`src/rtl/fetch_queue_if.sv`:
```
// fetch_queue_if
//   Bundles the two handshakes around the fetch queue:
//   - memory side: request (valid/addr/ready) and in-order response (valid/data)
//   - consumer side: queue head (valid/instr/pc) with ready from decode
//   master : the fetch queue itself
//   slave  : instruction memory plus consumer (decode stage or testbench)
interface fetch_queue_if;
   logic        mem_req_valid;
   logic [63:0] mem_req_addr;
   logic        mem_req_ready;
   logic        mem_rsp_valid;
   logic [31:0] mem_rsp_data;
   logic        out_valid;
   logic [31:0] out_instr;
   logic [63:0] out_pc;
   logic        out_ready;

   modport master (
      output mem_req_valid, mem_req_addr, out_valid, out_instr, out_pc,
      input  mem_req_ready, mem_rsp_valid, mem_rsp_data, out_ready
   );

   modport slave (
      input  mem_req_valid, mem_req_addr, out_valid, out_instr, out_pc,
      output mem_req_ready, mem_rsp_valid, mem_rsp_data, out_ready
   );
endinterface

```
`src/rtl/fetch_queue.sv`:
```
// fetch_queue
//   Instruction fetch front end. Issues sequential word fetches to a
//   variable-latency memory, buffers returned words with their PCs in an
//   in-order queue, and presents the head to decode. A redirect flushes the
//   queue and marks every still-outstanding fetch as stale so its response
//   is dropped on arrival.
// Ports
//   CLK          clock, all state on rising edge
//   resetl       synchronous active-low reset
//   startpc      fetch PC loaded while in reset
//   redirect     branch/jump flush request
//   redirect_pc  new fetch PC (low two bits forced to zero)
//   fq           fetch_queue_if.master: memory request/response, queue head
module fetch_queue #(
   parameter int DEPTH = 4,
   parameter int CNT_W = 3
) (
   input  logic          CLK,
   input  logic          resetl,
   input  logic [63:0]   startpc,
   input  logic          redirect,
   input  logic [63:0]   redirect_pc,
   fetch_queue_if.master fq
);

   localparam int PTR_W = $clog2(DEPTH);
   localparam logic [CNT_W-1:0] DEPTH_C = DEPTH[CNT_W-1:0];
   localparam logic [CNT_W:0]   DEPTH_W = DEPTH[CNT_W:0];

   logic [63:0]      fetch_pc_q, fetch_pc_d;
   logic [63:0]      rsp_pc_q, rsp_pc_d;
   logic [CNT_W-1:0] count_q, count_d;
   logic [CNT_W-1:0] inflight_q, inflight_d;
   logic [CNT_W-1:0] drop_cnt_q, drop_cnt_d;
   logic [PTR_W-1:0] wr_ptr_q, wr_ptr_d;
   logic [PTR_W-1:0] rd_ptr_q, rd_ptr_d;

   logic [31:0] instr_mem_q [DEPTH];
   logic [63:0] pc_mem_q    [DEPTH];

   logic [CNT_W:0]   used;
   logic             req_valid;
   logic             req_fire;
   logic             rsp_take;
   logic             rsp_drop;
   logic             push;
   logic             head_valid;
   logic             pop;
   logic [CNT_W-1:0] inflight_after_rsp;

   // Credit covers both buffered and outstanding words, so every response
   // that is not dropped is guaranteed a free slot.
   assign used = {1'b0, count_q} + {1'b0, inflight_q};

   always_comb begin
      req_valid          = resetl && !redirect && (used < DEPTH_W);
      req_fire           = req_valid && fq.mem_req_ready;
      rsp_take           = resetl && fq.mem_rsp_valid;
      rsp_drop           = rsp_take && (drop_cnt_q != '0);
      push               = rsp_take && !rsp_drop && !redirect;
      head_valid         = resetl && (count_q != '0);
      pop                = head_valid && fq.out_ready && !redirect;
      inflight_after_rsp = inflight_q - CNT_W'(rsp_take);

      fetch_pc_d = fetch_pc_q;
      rsp_pc_d   = rsp_pc_q;
      count_d    = count_q;
      inflight_d = inflight_after_rsp;
      drop_cnt_d = drop_cnt_q;
      wr_ptr_d   = wr_ptr_q;
      rd_ptr_d   = rd_ptr_q;

      if (redirect) begin
         fetch_pc_d = redirect_pc & ~64'd3;
         rsp_pc_d   = redirect_pc & ~64'd3;
         count_d    = '0;
         wr_ptr_d   = '0;
         rd_ptr_d   = '0;
         // Everything still outstanding after this cycle's response is stale,
         // which also absorbs any drops that were already pending.
         drop_cnt_d = inflight_after_rsp;
      end else begin
         if (req_fire) begin
            fetch_pc_d = fetch_pc_q + 64'd4;
         end
         inflight_d = inflight_after_rsp + CNT_W'(req_fire);
         if (rsp_drop) begin
            drop_cnt_d = drop_cnt_q - CNT_W'(1);
         end
         if (push) begin
            rsp_pc_d = rsp_pc_q + 64'd4;
            wr_ptr_d = wr_ptr_q + PTR_W'(1);
         end
         if (pop) begin
            rd_ptr_d = rd_ptr_q + PTR_W'(1);
         end
         count_d = count_q + CNT_W'(push) - CNT_W'(pop);
      end
   end

   always_ff @(posedge CLK) begin
      if (!resetl) begin
         fetch_pc_q <= startpc;
         rsp_pc_q   <= startpc;
         count_q    <= '0;
         inflight_q <= '0;
         drop_cnt_q <= '0;
         wr_ptr_q   <= '0;
         rd_ptr_q   <= '0;
      end else begin
         fetch_pc_q <= fetch_pc_d;
         rsp_pc_q   <= rsp_pc_d;
         count_q    <= count_d;
         inflight_q <= inflight_d;
         drop_cnt_q <= drop_cnt_d;
         wr_ptr_q   <= wr_ptr_d;
         rd_ptr_q   <= rd_ptr_d;
      end
   end

   // Storage needs no reset: the head is masked whenever the queue is empty.
   always_ff @(posedge CLK) begin
      if (push) begin
         instr_mem_q[wr_ptr_q] <= fq.mem_rsp_data;
         pc_mem_q[wr_ptr_q]    <= rsp_pc_q;
      end
   end

   assign fq.mem_req_valid = req_valid;
   assign fq.mem_req_addr  = resetl ? fetch_pc_q : '0;
   assign fq.out_valid     = head_valid;
   assign fq.out_instr     = head_valid ? instr_mem_q[rd_ptr_q] : '0;
   assign fq.out_pc        = head_valid ? pc_mem_q[rd_ptr_q] : '0;

   a_no_push_when_full : assert property (@(posedge CLK) disable iff (!resetl)
      push |-> (count_q != DEPTH_C));

   a_no_rsp_underflow : assert property (@(posedge CLK) disable iff (!resetl)
      fq.mem_rsp_valid |-> (inflight_q != '0));

endmodule
```
`src/flat_wrapper.sv`:
```
// flat-port wrapper written by rule: the top's interface ports become plain ports
module fetch_queue_flat 
#(
   parameter int DEPTH = 4,
   parameter int CNT_W = 3
)
  (CLK, resetl, startpc, redirect, redirect_pc, fq_mem_req_valid, fq_mem_req_addr, fq_out_valid, fq_out_instr, fq_out_pc, fq_mem_req_ready, fq_mem_rsp_valid, fq_mem_rsp_data, fq_out_ready);
  fetch_queue_if fq_i ();
  input  logic CLK;
  input  logic resetl;
  input  logic [63:0] startpc;
  input  logic redirect;
  input  logic [63:0] redirect_pc;
  output wire logic [$bits(fq_i.mem_req_valid)-1:0] fq_mem_req_valid;
  output wire logic [$bits(fq_i.mem_req_addr)-1:0] fq_mem_req_addr;
  output wire logic [$bits(fq_i.out_valid)-1:0] fq_out_valid;
  output wire logic [$bits(fq_i.out_instr)-1:0] fq_out_instr;
  output wire logic [$bits(fq_i.out_pc)-1:0] fq_out_pc;
  input wire logic [$bits(fq_i.mem_req_ready)-1:0] fq_mem_req_ready;
  input wire logic [$bits(fq_i.mem_rsp_valid)-1:0] fq_mem_rsp_valid;
  input wire logic [$bits(fq_i.mem_rsp_data)-1:0] fq_mem_rsp_data;
  input wire logic [$bits(fq_i.out_ready)-1:0] fq_out_ready;
  assign fq_mem_req_valid = fq_i.mem_req_valid;
  assign fq_mem_req_addr = fq_i.mem_req_addr;
  assign fq_out_valid = fq_i.out_valid;
  assign fq_out_instr = fq_i.out_instr;
  assign fq_out_pc = fq_i.out_pc;
  assign fq_i.mem_req_ready = fq_mem_req_ready;
  assign fq_i.mem_rsp_valid = fq_mem_rsp_valid;
  assign fq_i.mem_rsp_data = fq_mem_rsp_data;
  assign fq_i.out_ready = fq_out_ready;
  fetch_queue #(.DEPTH(DEPTH), .CNT_W(CNT_W)) u_core (.CLK(CLK), .resetl(resetl), .startpc(startpc), .redirect(redirect), .redirect_pc(redirect_pc), .fq(fq_i));
endmodule
```
`config.mk`:
```
export PLATFORM = sky130hd
export DESIGN_NAME = fetch_queue_flat
export DESIGN_NICKNAME = d
export VERILOG_FILES = /design/src/rtl/fetch_queue_if.sv /design/src/rtl/fetch_queue.sv /design/src/flat_wrapper.sv
export SDC_FILE = /design/constraint.sdc
export NUM_CORES = 1
export LEC_CHECK = 0
export BUFFER_PORTS_ARGS = -buffer_cell sky130_fd_sc_hd__buf_2
export CORE_MARGIN = 10
export CORE_UTILIZATION = 55
export DETAILED_ROUTE_END_ITERATION = 10
export PLACE_DENSITY = 0.74
export SLEW_MARGIN = 20
export SYNTH_ARGS = -nofsm -noshare
export SYNTH_HDL_FRONTEND = slang
export SYNTH_SLANG_ARGS = --single-unit
```
`constraint.sdc`:
```
create_clock -name CLK -period 12.2 [get_ports CLK]
set_clock_uncertainty 0.15 [all_clocks]
set_input_delay 1.83 -clock CLK [delete_from_list [all_inputs] [get_ports CLK]]
set_output_delay 1.83 -clock CLK [all_outputs]
set_load 0.02 [all_outputs]
```
* Word-level counts from Yosys, hierarchy flattened *
Memories as Yosys holds them, arrays and structs flattened. A register that Yosys moved wholly into a read port is not among the register bits.
Index checks and enable logic that the tools add are counted.

storage, ports and cells
  bits in registers = 141
  bits in writable memories = 384
  output and inout bits = 162
  word-level logic and storage cells = 57
  memories = 2

operators by class
  add/sub/neg operators = 10
  magnitude comparators = 1
  equality and inequality tests = 2
  muxes and demuxes = 18
  bitwise operators = 1
  reduce and logical (&&, ||, !) cells = 16

memories
  memory              words  width  rd ports  clocked after memory_dff  wr ports  line               text
  u_core.pc_mem_q     4      64     1         1                         1         fetch_queue.sv:39  logic [63:0] pc_mem_q [DEPTH];
  u_core.instr_mem_q  4      32     1         1                         1         fetch_queue.sv:38  logic [31:0] instr_mem_q [DEPTH];

operators by type and width
  cell                                                                          number
  64-bit two-way mux                                                            8
  64-bit by 3-bit adder with 64-bit output, second input constant               2
  32-bit two-way mux                                                            1
  1-bit logical AND                                                             10
  3-bit two-way mux                                                             3
  2-bit two-way mux                                                             4
  3-bit by 1-bit adder with 3-bit output                                        2
  3-bit by 1-bit != test with 1-bit output, second input constant               2
  3-bit nonzero test                                                            2
  3-bit by 1-bit subtractor with 3-bit output                                   2
  2-bit by 1-bit adder with 2-bit output, second input constant                 2
  3-bit by 3-bit adder with 4-bit output                                        1
  4-bit by 3-bit less-than comparator with 1-bit output, second input constant  1
  3-bit by 1-bit subtractor with 3-bit output, second input constant            1
  1-bit zero test                                                               2
  1-bit two-way mux                                                             2
  2-bit nonzero test                                                            1
  2-bit OR reduction                                                            1
  1-bit inverter                                                                1

* Depth between registers and ports, before layout *
Gate-level depths: netlist (run 1).

  depth after elaboration = 8
  gate-level depth with buffers = 12

* Worst setup path before layout (run 1) *
Ideal clock, no wire load.

  path type = input to register
  from = input resetl
  to = register u_core.fetch_pc_q[10] (enable)
  arrival time = 5.207 ns
  required time = 11.620 ns
  setup slack = 6.413 ns
  stages on the path = 8
  buffers on the path = 1
  cells stage by stage = clkbuf_1 inv_2 nor2_1 clkinv_1 or4_1 a31oi_1 and2_1 nand2b_1

between the ends
  cells in the longest elaborated chain, start to end = 4

RTL lines
  what                                                       line                text
  start: declaration                                         flat_wrapper.sv:10  input logic resetl;
  1-bit logical AND (2 in a row)                             fetch_queue.sv:56   req_valid = resetl && !redirect && (used < DEPTH_W);
  via fq_mem_req_valid                                       flat_wrapper.sv:14  output wire logic [$bits(fq_i.mem_req_valid)-1:0] fq_mem_req_valid;
  1-bit logical AND                                          fetch_queue.sv:57   req_fire = req_valid && fq.mem_req_ready;
  3-bit by 1-bit != test with 1-bit output (no source line)  n/a
  end signal: assignment                                     fetch_queue.sv:103  fetch_pc_q <= startpc;
  end signal: assignment                                     fetch_queue.sv:111  fetch_pc_q <= fetch_pc_d;
  end: declaration                                           fetch_queue.sv:30   logic [63:0] fetch_pc_q, fetch_pc_d;

The timed path passes the listed nets, and every way through them passes these cells.
A chain may end at the register's enable or synchronous reset.

* Worst setup path after layout (run 1) *
  from = input resetl
  to = output fq_mem_req_valid

between the ends
  cells in the longest elaborated chain, start to end = 2

RTL lines
  what                            line
  1-bit logical AND (2 in a row)  fetch_queue.sv:56
  end: declaration                flat_wrapper.sv:14

Every way passes these cells.

==> flow_metrics.tcl, run 1 <==
set metrics [dict create \
    nets 2109 \
    hp-class "flip-flop to flip-flop" \
    drv_cap 0 \
    p_switching_mw 0.936 \
    ys_ff_latch 525 \
    syn_to_final_growth_pct 16.4 \
    vias 15200 \
    clock_path_buffers 3 \
    placed_cell_area_mm2 0.0257 \
    cts_tree "yes" \
    detail_route.wirelength_um 59300 \
    pwr-share-clk_pct 39.9 \
    grt_remaining_overflow 0 \
    min_period_ns 6.37 \
    fp.dieH_um 227 \
    reg2reg_slack_ns 8.71 \
    start_util_pct 55.9 \
    hpwl_um 39300 \
    io_pins 328 \
    crit_path_end_kind "output port" \
    grtUsageTotal_pct 22.8 \
    io_buffers 325 \
    finalCritPeriodShare_pct 52.2 \
    fill_cells 3092 \
    worstSkewPairLatency_ns 0.59 \
    internal_power_mw 3.16 \
    whs_ns 0.382 \
    ys_seq_area_share_pct 66.1 \
    crit_arrival_ns 4.39 \
    synth.avg_cell_area_um2 14.6 \
    worst-setup-path-type "input pin to output port" \
    rows 75 \
    ys_types 54 \
    numCtsBuffers 52 \
    synth_edf_count 510 \
    ys.flop_type "edfxtp_1" \
    cts_resized 0 \
    clk_pin_slew_ns 0.06 \
    grt_setup_unrepaired "false" \
    die_w_um 227 \
    cts_hold_buf 0 \
    final_util_pct 65.1 \
    grt_pass1_wl_um 89900 \
    place_congestion 0.900 \
    synthCells 1621 \
    core_area_mm2 0.0422 \
    grt_pass1_vias 15200 \
    antenna_found_initial 1 \
    drt_iter0_markers 1387 \
    die_area_mm2 0.0516 \
    cts.sinks 525 \
    final_layout_size_suffix_gt1_share_pct 27.4 \
    final.setup.tns_ns 0 \
    slew_headroom_pct 29.6 \
    fmax_mhz 157 \
    syn_nets 1804 \
    hold_viol 0 \
    cts_setup_buffers 0 \
    netlist_area_mm2 0.0236 \
    wl_per_cell_um 23.6 \
    slew_viol_final 0 \
    power.total_mw 4.09 \
    grt_max_degree 100 \
    powerDensity_mw_per_mm2 149 \
    firstDrtPassIters 5 \
    synthArstFlopShare_pct 0 \
    post_drt_via_cell_ratio 6.05 \
    htreeDepth 2 \
    switching_share_pct 22.8 \
    drc 0 \
    cp_max_fo 72 \
    finalInstanceArea_mm2 0.0275 \
    startpoint_type "input pin" \
    yosys_warnings 0 \
    ff_latch_area_mm2 0.0156 \
    p_seq_share_pct 53.1 \
    pwr-share-comb_pct 7.0 \
    peakVddDrop_mv 0.109 \
    required_ns 10.22 \
    status "finished clean" \
    p_leak_nw 9.95 \
    worst_slew_pin_slew_ns 1.06 \
    multi_input_area_mm2 0.00754 \
    setup_viol 0 \
    cts_root_buf "clkbuf_16" \
    postRouteAntennaNets 0 \
]
[layout by cell type (no fill, tap or decap), types with 33 or more instances in the layout]
master     count
clkbuf_16     53
buf_2        324
nor2_1        81
inv_1         33
nor3_1        43
edfxtp_1     510
and3_1       114
mux4_2        96
nand3_1       45
nand2_1       70
o21ai_0      145
xnor2_1       97
and2_1        61
[final cells by class]
class,count,share of cell area (%)
diodes,1,0.00910
clock buffers,67,5.01
clock inverters,31,1.33
inverters,35,0.478
multi-input cells,969,27.4
flip-flops and latches,525,56.8
well taps,539,2.45
repair buffers,343,6.49
[cell usage after synthesis (2+ instances only)]
master	count	area, µm²
nor4_2	3	37.5
clkbuf_1	76	285
o22ai_1	7	43.8
or4_1	2	15.0
buf_2	8	40.0
nand2b_1	2	12.5
and3_1	114	713
a211oi_1	3	22.5
edfxtp_1	510	15300
buf_1	7	26.3
a31oi_1	3	18.8
o31a_1	5	43.8
nand3_1	45	225
o21ai_1	3	15.0
and2_1	65	407
nor4_1	27	169
xor2_1	16	140
or3_1	4	25.0
nor2b_1	5	31.3
xnor2_1	97	850
nor2_1	82	308
ha_1	16	200
or2_2	3	18.8
nand4_1	30	188
a22oi_1	30	225
o21a_1	10	75.1
nand2_1	71	267
a21oi_1	13	65.1
nor3_1	43	215
o31ai_1	2	15.0
or4_4	2	22.5
dfxtp_1	15	300
mux4_2	96	2160
and4_1	7	61.3
inv_1	33	124
a2bb2oi_1	4	35.0
o21ai_0	145	726
[sequential cells by signal (all words and copies together) (netlist names), named ones only]
register and flops:
u_core.rsp_pc_q 64, u_core.rd_ptr_q 2, u_core.instr_mem_q 128, u_core.count_q 3, u_core.drop_cnt_q 3, u_core.fetch_pc_q 62
u_core.wr_ptr_q 2, u_core.pc_mem_q 256, u_core.inflight_q 3
[routing by layer]
metal  vias up  GRT usage (%)  part of all wire [%]
li1       6901              -                     -
met1      7513           32.6                    43
met2       697           35.2                    47
met3        82           4.12                   8.6
met4         0           6.92                   2.0
met5         -              0                     0
[path summary, 6_finish.rpt]
check / startpoint / endpoint / cells after the start
min: u_core.rsp_pc_q[0] / u_core.pc_mem_q[2][0] / 0
max reg2reg: u_core.rsp_pc_q[7] / u_core.rsp_pc_q[61] / 6
max: resetl / fq_mem_req_valid / 8
min reg2reg: u_core.rsp_pc_q[0] / u_core.pc_mem_q[2][0] / 0
[stage by stage]
| step | setup slack (ns) | cells |
|---|---|---|
| finish | 5.83 | 2510 |
| global route | 5.71 | 2510 |
| CTS | 5.88 | 2508 |
| detailed placement | 5.88 | 2410 |
| global placement | 5.88 | 2410 |
| floorplan | 6.41 | 1621 |
[logic make-up (layout without fill, tap and decap cells)]
family / count (synthesis) / after routing / share of synthesized area (%)
other: 0 / 1 / 0
DFF: 525 / 525 / 66.1
and+or+nand+nor: 513 / 513 / 11.9
muxes: 97 / 97 / 9.19
AOI/OAI and AO/OA: 229 / 229 / 5.60
buffers and inverters: 127 / 476 / 2.08
xor gates and xnor gates: 113 / 113 / 4.19
adders and majority gates: 17 / 17 / 0.932
[critical path, cell delays in order]
cell	delay, ns
buf_4	0.28
inv_2	0.04
buf_4	0.35
nor2_1	0.64
clkinv_1	0.19
or4_1	0.43
a31oi_1	0.33
buf_2	0.26
[power by group through the flow]
stage,sequential (mW),combinational [mW],clock [mW]
after floorplan,2.17,0.183,0
after global placement,2.20,0.280,0
after detailed placement,2.21,0.286,0
after CTS,2.17,0.289,1.67
after global routing,2.18,0.317,1.73
final,2.17,0.288,1.63
No activity file was read; power rests on OpenSTA's default activity.
==> inputs of run 2 (changes only) <==
==> constraint.sdc (replaced) <==
create_clock -name CLK -period 6.1 [get_ports CLK]
set_clock_uncertainty 0.15 [all_clocks]
set_input_delay 0.915 -clock CLK [delete_from_list [all_inputs] [get_ports CLK]]
set_output_delay 0.915 -clock CLK [all_outputs]
set_load 0.02 [all_outputs]
==> flow_metrics.tcl, run 2 (synthesis gave the netlist of run 1 again) <==
set metrics [dict create \
    regMostFlops "u_core.pc_mem_q" \
    switching_share_pct 23.1 \
    worstSkewPairLatency_ns 0.61 \
    finalInstanceArea_mm2 0.0276 \
    rows 75 \
    startpoint_type "flip-flop" \
    hpwl_um 39400 \
    grt_setup_unrepaired "false" \
    cts_hold_buf 0 \
    clk_pin_slew_ns 0.06 \
    finalCritPeriodShare_pct 65.4 \
    cp_max_fo 67 \
    drv_cap 0 \
    grtUsageTotal_pct 23.0 \
    grt_max_degree 109 \
    p_seq_share_pct 52.4 \
    post_drt_via_cell_ratio 6.09 \
    powerDensity_mw_per_mm2 300 \
    vias 15300 \
    cts_setup_buffers 0 \
    fp.dieH_um 227 \
    cts.sinks 525 \
    r2r.worst_path.cells 6 \
    detail_route.wirelength_um 60000 \
    core_area_mm2 0.0422 \
    rr_startpoint "u_core.rsp_pc_q[7]" \
    final_common_cell "edfxtp_1" \
    clock_path_buffers 3 \
    firstDrtPassIters 6 \
    p_leak_nw 10.0 \
    pwr-share-comb_pct 7.0 \
    multi_input_area_mm2 0.00754 \
    worst_slew_pin_slew_ns 0.985 \
    grt_pass1_wl_um 91100 \
    postRouteAntennaNets 0 \
    nets 2111 \
    required_ns 5.03 \
    placed_cell_area_mm2 0.0258 \
    worst-setup-path-type "flip-flop to output port" \
    crit_arrival_ns 2.93 \
    io_buffers 325 \
    worstReg2RegEnd "u_core.rsp_pc_q[63]" \
    peakVddDrop_mv 0.224 \
    final.setup.tns_ns 0 \
    final_layout_size_suffix_gt1_share_pct 27.8 \
    hp-class "input pin to flip-flop" \
    mostFrequentLayoutCells "edfxtp_1, buf_2, o21ai_0, and3_1, xnor2_1" \
    worst_slack_ns 2.11 \
    drc 0 \
    crit_path_end_kind "output port" \
    internal_power_mw 6.38 \
    cts_tree "yes" \
    diodes 0 \
    min_period_ns 3.99 \
    pwr-share-clk_pct 40.6 \
    ff_latch_area_mm2 0.0156 \
    die_w_um 227 \
    wl_per_cell_um 23.9 \
    io_pins 328 \
    fmax_mhz 251 \
    whs_ns 0.376 \
    place_congestion 0.888 \
    cts_resized 0 \
    grt_remaining_overflow 0 \
    slew_viol_final 0 \
    setup_viol 0 \
    reg_top3 "u_core.pc_mem_q (256), u_core.instr_mem_q (128), u_core.rsp_pc_q (64)" \
    status "finished clean" \
    syn_to_final_growth_pct 17.0 \
    die_area_mm2 0.0516 \
    cts_root_buf "clkbuf_16" \
    drt_iter0_markers 1631 \
    fill_cells 3023 \
    antenna_found_initial 0 \
    slew_headroom_pct 33.7 \
    numCtsBuffers 53 \
    p_switching_mw 1.91 \
    start_util_pct 55.9 \
    power.total_mw 8.29 \
    hold_viol 0 \
    htreeDepth 2 \
    cp-endpoint "fq_out_pc[46]" \
    grt_pass1_vias 15500 \
    preCtsSetupSlack_ns 1.66 \
    largest_register_ffs 256 \
    reg2reg_slack_ns 2.61 \
]
run 2: worst min-delay path by stage:
stage,startpoint,slack (ns),depth (start not counted),end
2_1_floorplan,u_core.rsp_pc_q[0],0.32,0,u_core.pc_mem_q[0][0]
3_3_place_gp,u_core.rsp_pc_q[0],0.35,0,u_core.pc_mem_q[3][0]
3_5_place_dp,u_core.rd_ptr_q[1],0.36,2,flip-flop
4_1_cts,fq_mem_rsp_data[23],0.34,1,u_core.instr_mem_q[0][23]
5_1_grt,fq_mem_rsp_data[15],0.35,1,u_core.instr_mem_q[1][15]
6_report,fq_mem_rsp_data[22],0.38,1,u_core.instr_mem_q[0][22]
run 2: routing by layer:
layer	wire length, µm	part of all wire (%)	global-route usage, %
met5	0	0	0
met4	1290	2.2	6.41
met3	5330	8.9	4.92
met2	27800	46	35.4
met1	25600	43	32.8
run 2: worst max-delay path: stages, from the launching register on:
cell	delay, ns
dfxtp_4	0.76
buf_12	0.53
mux4_2	0.60
and3_1	0.22
buf_2	0.16
run 2: area by class of cell:
class                           count  area share (%)
Tap cell                          539            2.44
Inverter                           35           0.475
Clock buffer                       59            4.96
Clock inverter                     39            1.62
Timing Repair Buffer              344            6.71
Multi-Input combinational cell    969            27.3
Sequential cell                   525            56.5
run 2: power groups by stage:
stage / Sequential (mW) / Combinational (mW) / Clock [mW]
2_1_floorplan: 4.34 / 0.367 / 0
3_3_place_gp: 4.40 / 0.561 / 0
3_5_place_dp: 4.41 / 0.573 / 0
4_1_cts: 4.34 / 0.577 / 3.42
5_1_grt: 4.36 / 0.637 / 3.56
6_report: 4.34 / 0.578 / 3.37
run 2: through the flow:
step,std cells,utilization [%]
2_1_floorplan,1621,-
3_3_place_gp,2411,61.1
3_5_place_dp,2411,61.1
4_1_cts,2509,65.4
5_1_grt,2510,65.5
6_report,2510,65.5
==> inputs of run 3 (changes only) <==
--- a/config.mk
+++ b/config.mk
@@ -5,11 +5,12 @@
 export SDC_FILE = /design/constraint.sdc
 export NUM_CORES = 1
 export LEC_CHECK = 0
+export ABC_AREA = 1
 export BUFFER_PORTS_ARGS = -buffer_cell sky130_fd_sc_hd__buf_2
 export CORE_MARGIN = 10
 export CORE_UTILIZATION = 55
 export DETAILED_ROUTE_END_ITERATION = 10
-export PLACE_DENSITY = 0.74
+export PLACE_DENSITY = 0.73
 export SLEW_MARGIN = 20
 export SYNTH_ARGS = -nofsm -noshare
 export SYNTH_HDL_FRONTEND = slang
==> constraint.sdc (replaced) <==
create_clock -name CLK -period 3.7 [get_ports CLK]
set_clock_uncertainty 0.15 [all_clocks]
set_input_delay 0.555 -clock CLK [delete_from_list [all_inputs] [get_ports CLK]]
set_output_delay 0.555 -clock CLK [all_outputs]
set_load 0.02 [all_outputs]
==> flow_metrics.tcl, run 3 <==
set metrics [dict create \
    status "finished clean" \
    min_from "fq_mem_rsp_data[0]" \
    ys.flop_type "edfxtp_1" \
    grt_pass1_wl_um 117000 \
    cp-endpoint "fq_out_pc[32]" \
    slowest_stage "dfxtp_4" \
    crit_path_end_kind "output port" \
    fill_cells 3757 \
    regMostFlops "u_core.pc_mem_q" \
    cts_setup_buffers 0 \
    vias 21500 \
    final_layout_size_suffix_gt1_share_pct 16.8 \
    synth_common_cells "nand2_1, nor2_1, edfxtp_1, o21ai_0, inv_1" \
    placed_cells 3714 \
    switching_share_pct 24.7 \
    reg2reg_slack_ns 1.08 \
    reg_top3 "u_core.pc_mem_q (256), u_core.instr_mem_q (128), u_core.rsp_pc_q (64)" \
    rows 79 \
    cts.sinks 525 \
    post_drt_via_cell_ratio 5.63 \
    max_stage_delay_ns 0.55 \
    worstReg2RegEnd "u_core.count_q[2]" \
    io_pins 328 \
    yosys_warnings 0 \
    worstSkewPairLatency_ns 0.62 \
    core_area_mm2 0.0466 \
    multi_input_area_mm2 0.00897 \
    numCtsBuffers 51 \
    cts_hold_buf 1 \
    grt_max_degree 131 \
    p_switching_mw 3.36 \
    mostFrequentLayoutCells "nand2_1, nor2_1, edfxtp_1, buf_2, o21ai_0" \
    hpwl_um 54100 \
    setup_viol 0 \
    nets 3344 \
    finalInstanceArea_mm2 0.0302 \
    p_leak_nw 12.3 \
    slew_headroom_pct 44.4 \
    clk_pin_slew_ns 0.06 \
    detail_route.wirelength_um 76800 \
    syn_to_final_growth_pct 16.4 \
    clock_path_buffers 3 \
    ys_types 32 \
    hold_depth 1 \
    fp.dieH_um 237 \
    stdcell_count 3816 \
    firstDrtPassIters 7 \
    wl_per_cell_um 20.1 \
    drc 0 \
    ys_seq_area_share_pct 60.2 \
    placed_cell_area_mm2 0.0285 \
    fmax_mhz 307 \
    antenna_found_initial 1 \
    min_period_ns 3.26 \
    grtUsageTotal_pct 26.4 \
    syn_nets 3038 \
    cp_max_fo 118 \
    netlist_area_mm2 0.0260 \
    finalCritPeriodShare_pct 88.1 \
    path_cells "buf_12 > nor2_1 > nor2_1 > o21ai_0 > a21oi_1 > buf_2" \
    start_util_pct 55.7 \
    drt_iter0_markers 2226 \
    largest_register_ffs 256 \
    peakVddDrop_mv 0.489 \
    drv_cap 0 \
    yosysTopAreaCell "edfxtp_1" \
    worst_slew_pin_slew_ns 0.834 \
    startpoint_type "flip-flop" \
    pwr-share-comb_pct 7.9 \
    yosysMostFrequentCell "nand2_1" \
    synthArstFlopShare_pct 0 \
    whs_ns 0.0214 \
    place_congestion 0.943 \
    hp-class "input pin to flip-flop" \
    htreeDepth 2 \
    grt_setup_unrepaired "false" \
    postRouteAntennaNets 0 \
    cts_resized 0 \
    rr_startpoint "u_core.count_q[1]" \
    r2r.worst_path.cells 14 \
    slew_viol_final 0 \
    synthCells 2855 \
    hold_viol 0 \
    grt_remaining_overflow 0 \
    worst-setup-path-type "flip-flop to output port" \
    crit_arrival_ns 2.56 \
    cts_tree "yes" \
    internal_power_mw 10.3 \
    io_buffers 325 \
    die_w_um 237 \
    required_ns 2.99 \
    final_common_cell "nand2_1" \
    p_seq_share_pct 53.0 \
    critPathMostFrequentCell "nor2_1" \
    synthTopCellsByArea "edfxtp_1, nand2_1, nor2_1" \
    pwr-share-clk_pct 39.1 \
    final_util_pct 64.9 \
    ys_ff_latch 525 \
    cts_root_buf "clkbuf_16" \
    ff_latch_area_mm2 0.0156 \
    synth_edf_count 510 \
    grt_pass1_vias 20800 \
    yosysTopAreaCellShare_pct 59.0 \
    powerDensity_mw_per_mm2 451 \
    die_area_mm2 0.0563 \
    synth.avg_cell_area_um2 9.09 \
]
## run 3: through the flow
step / TNS [ns] / total power, mW / worst slack, ns
floorplan: -228.62 / 7.83 / -0.595
global placement: 0 / 8.34 / 0.920
detailed placement: 0 / 8.38 / 0.902
CTS: 0 / 13.6 / 0.392
global route: 0 / 14.0 / 0.270
finish: 0 / 13.6 / 0.439
## run 3: power groups by stage
stage               Clock, mW  Combinational, mW  Sequential [mW]
floorplan                   0              0.687             7.15
global placement            0               1.03             7.30
detailed placement          0               1.07             7.32
CTS                      5.36               1.08             7.19
global route             5.60               1.20             7.23
finish                   5.32               1.08             7.21
## run 3: layout make-up
type	count	share of cell area [%]
multi-input cells	1971	29.7
flip-flops and latches	525	51.7
repair buffers	369	7.40
well taps	607	2.51
diodes	5	0.0414
inverters	243	3.03
clock buffers	61	4.35
clock inverters	35	1.28
## run 3: worst min-delay path by stage
stage	to
2_1_floorplan	flip-flop
3_3_place_gp	u_core.rd_ptr_q[0]
3_5_place_dp	u_core.rd_ptr_q[0]
4_1_cts	u_core.instr_mem_q[2][1]
5_1_grt	u_core.instr_mem_q[2][18]
6_report	u_core.instr_mem_q[3][0]
## run 3: worst max-delay path, delay by kind of cell (launching register included)
family | cells | cell delay (ns)
buf+inv | 2 | 0.68
simple gates | 2 | 0.20
compound gates | 2 | 0.42
flops | 1 | 0.55
## run 3: cells by family (layout without fill, tap and decap cells)
kind of cell             after synthesis  count (layout)  synth area share (%)
flip-flops                           525             525                  60.2
AO/OA/AOI/OAI                        424             424                  8.53
XOR/XNOR                              39              39                  1.32
AND/OR/NAND/NOR                     1491            1491                  23.7
other                                  0               5                     0
adder cells (fa/ha/maj)               17              17                 0.849
buffers and inverters                359             708                  5.41
## run 3: per-layer routing
layer,global-route usage (%),vias to the layer above,share of wire (%)
li1,-,10100,-
met1,34.4,10200,40
met2,44.3,1020,48
met3,3.83,149,7.9
met4,9.44,0,3.3
met5,0,-,0
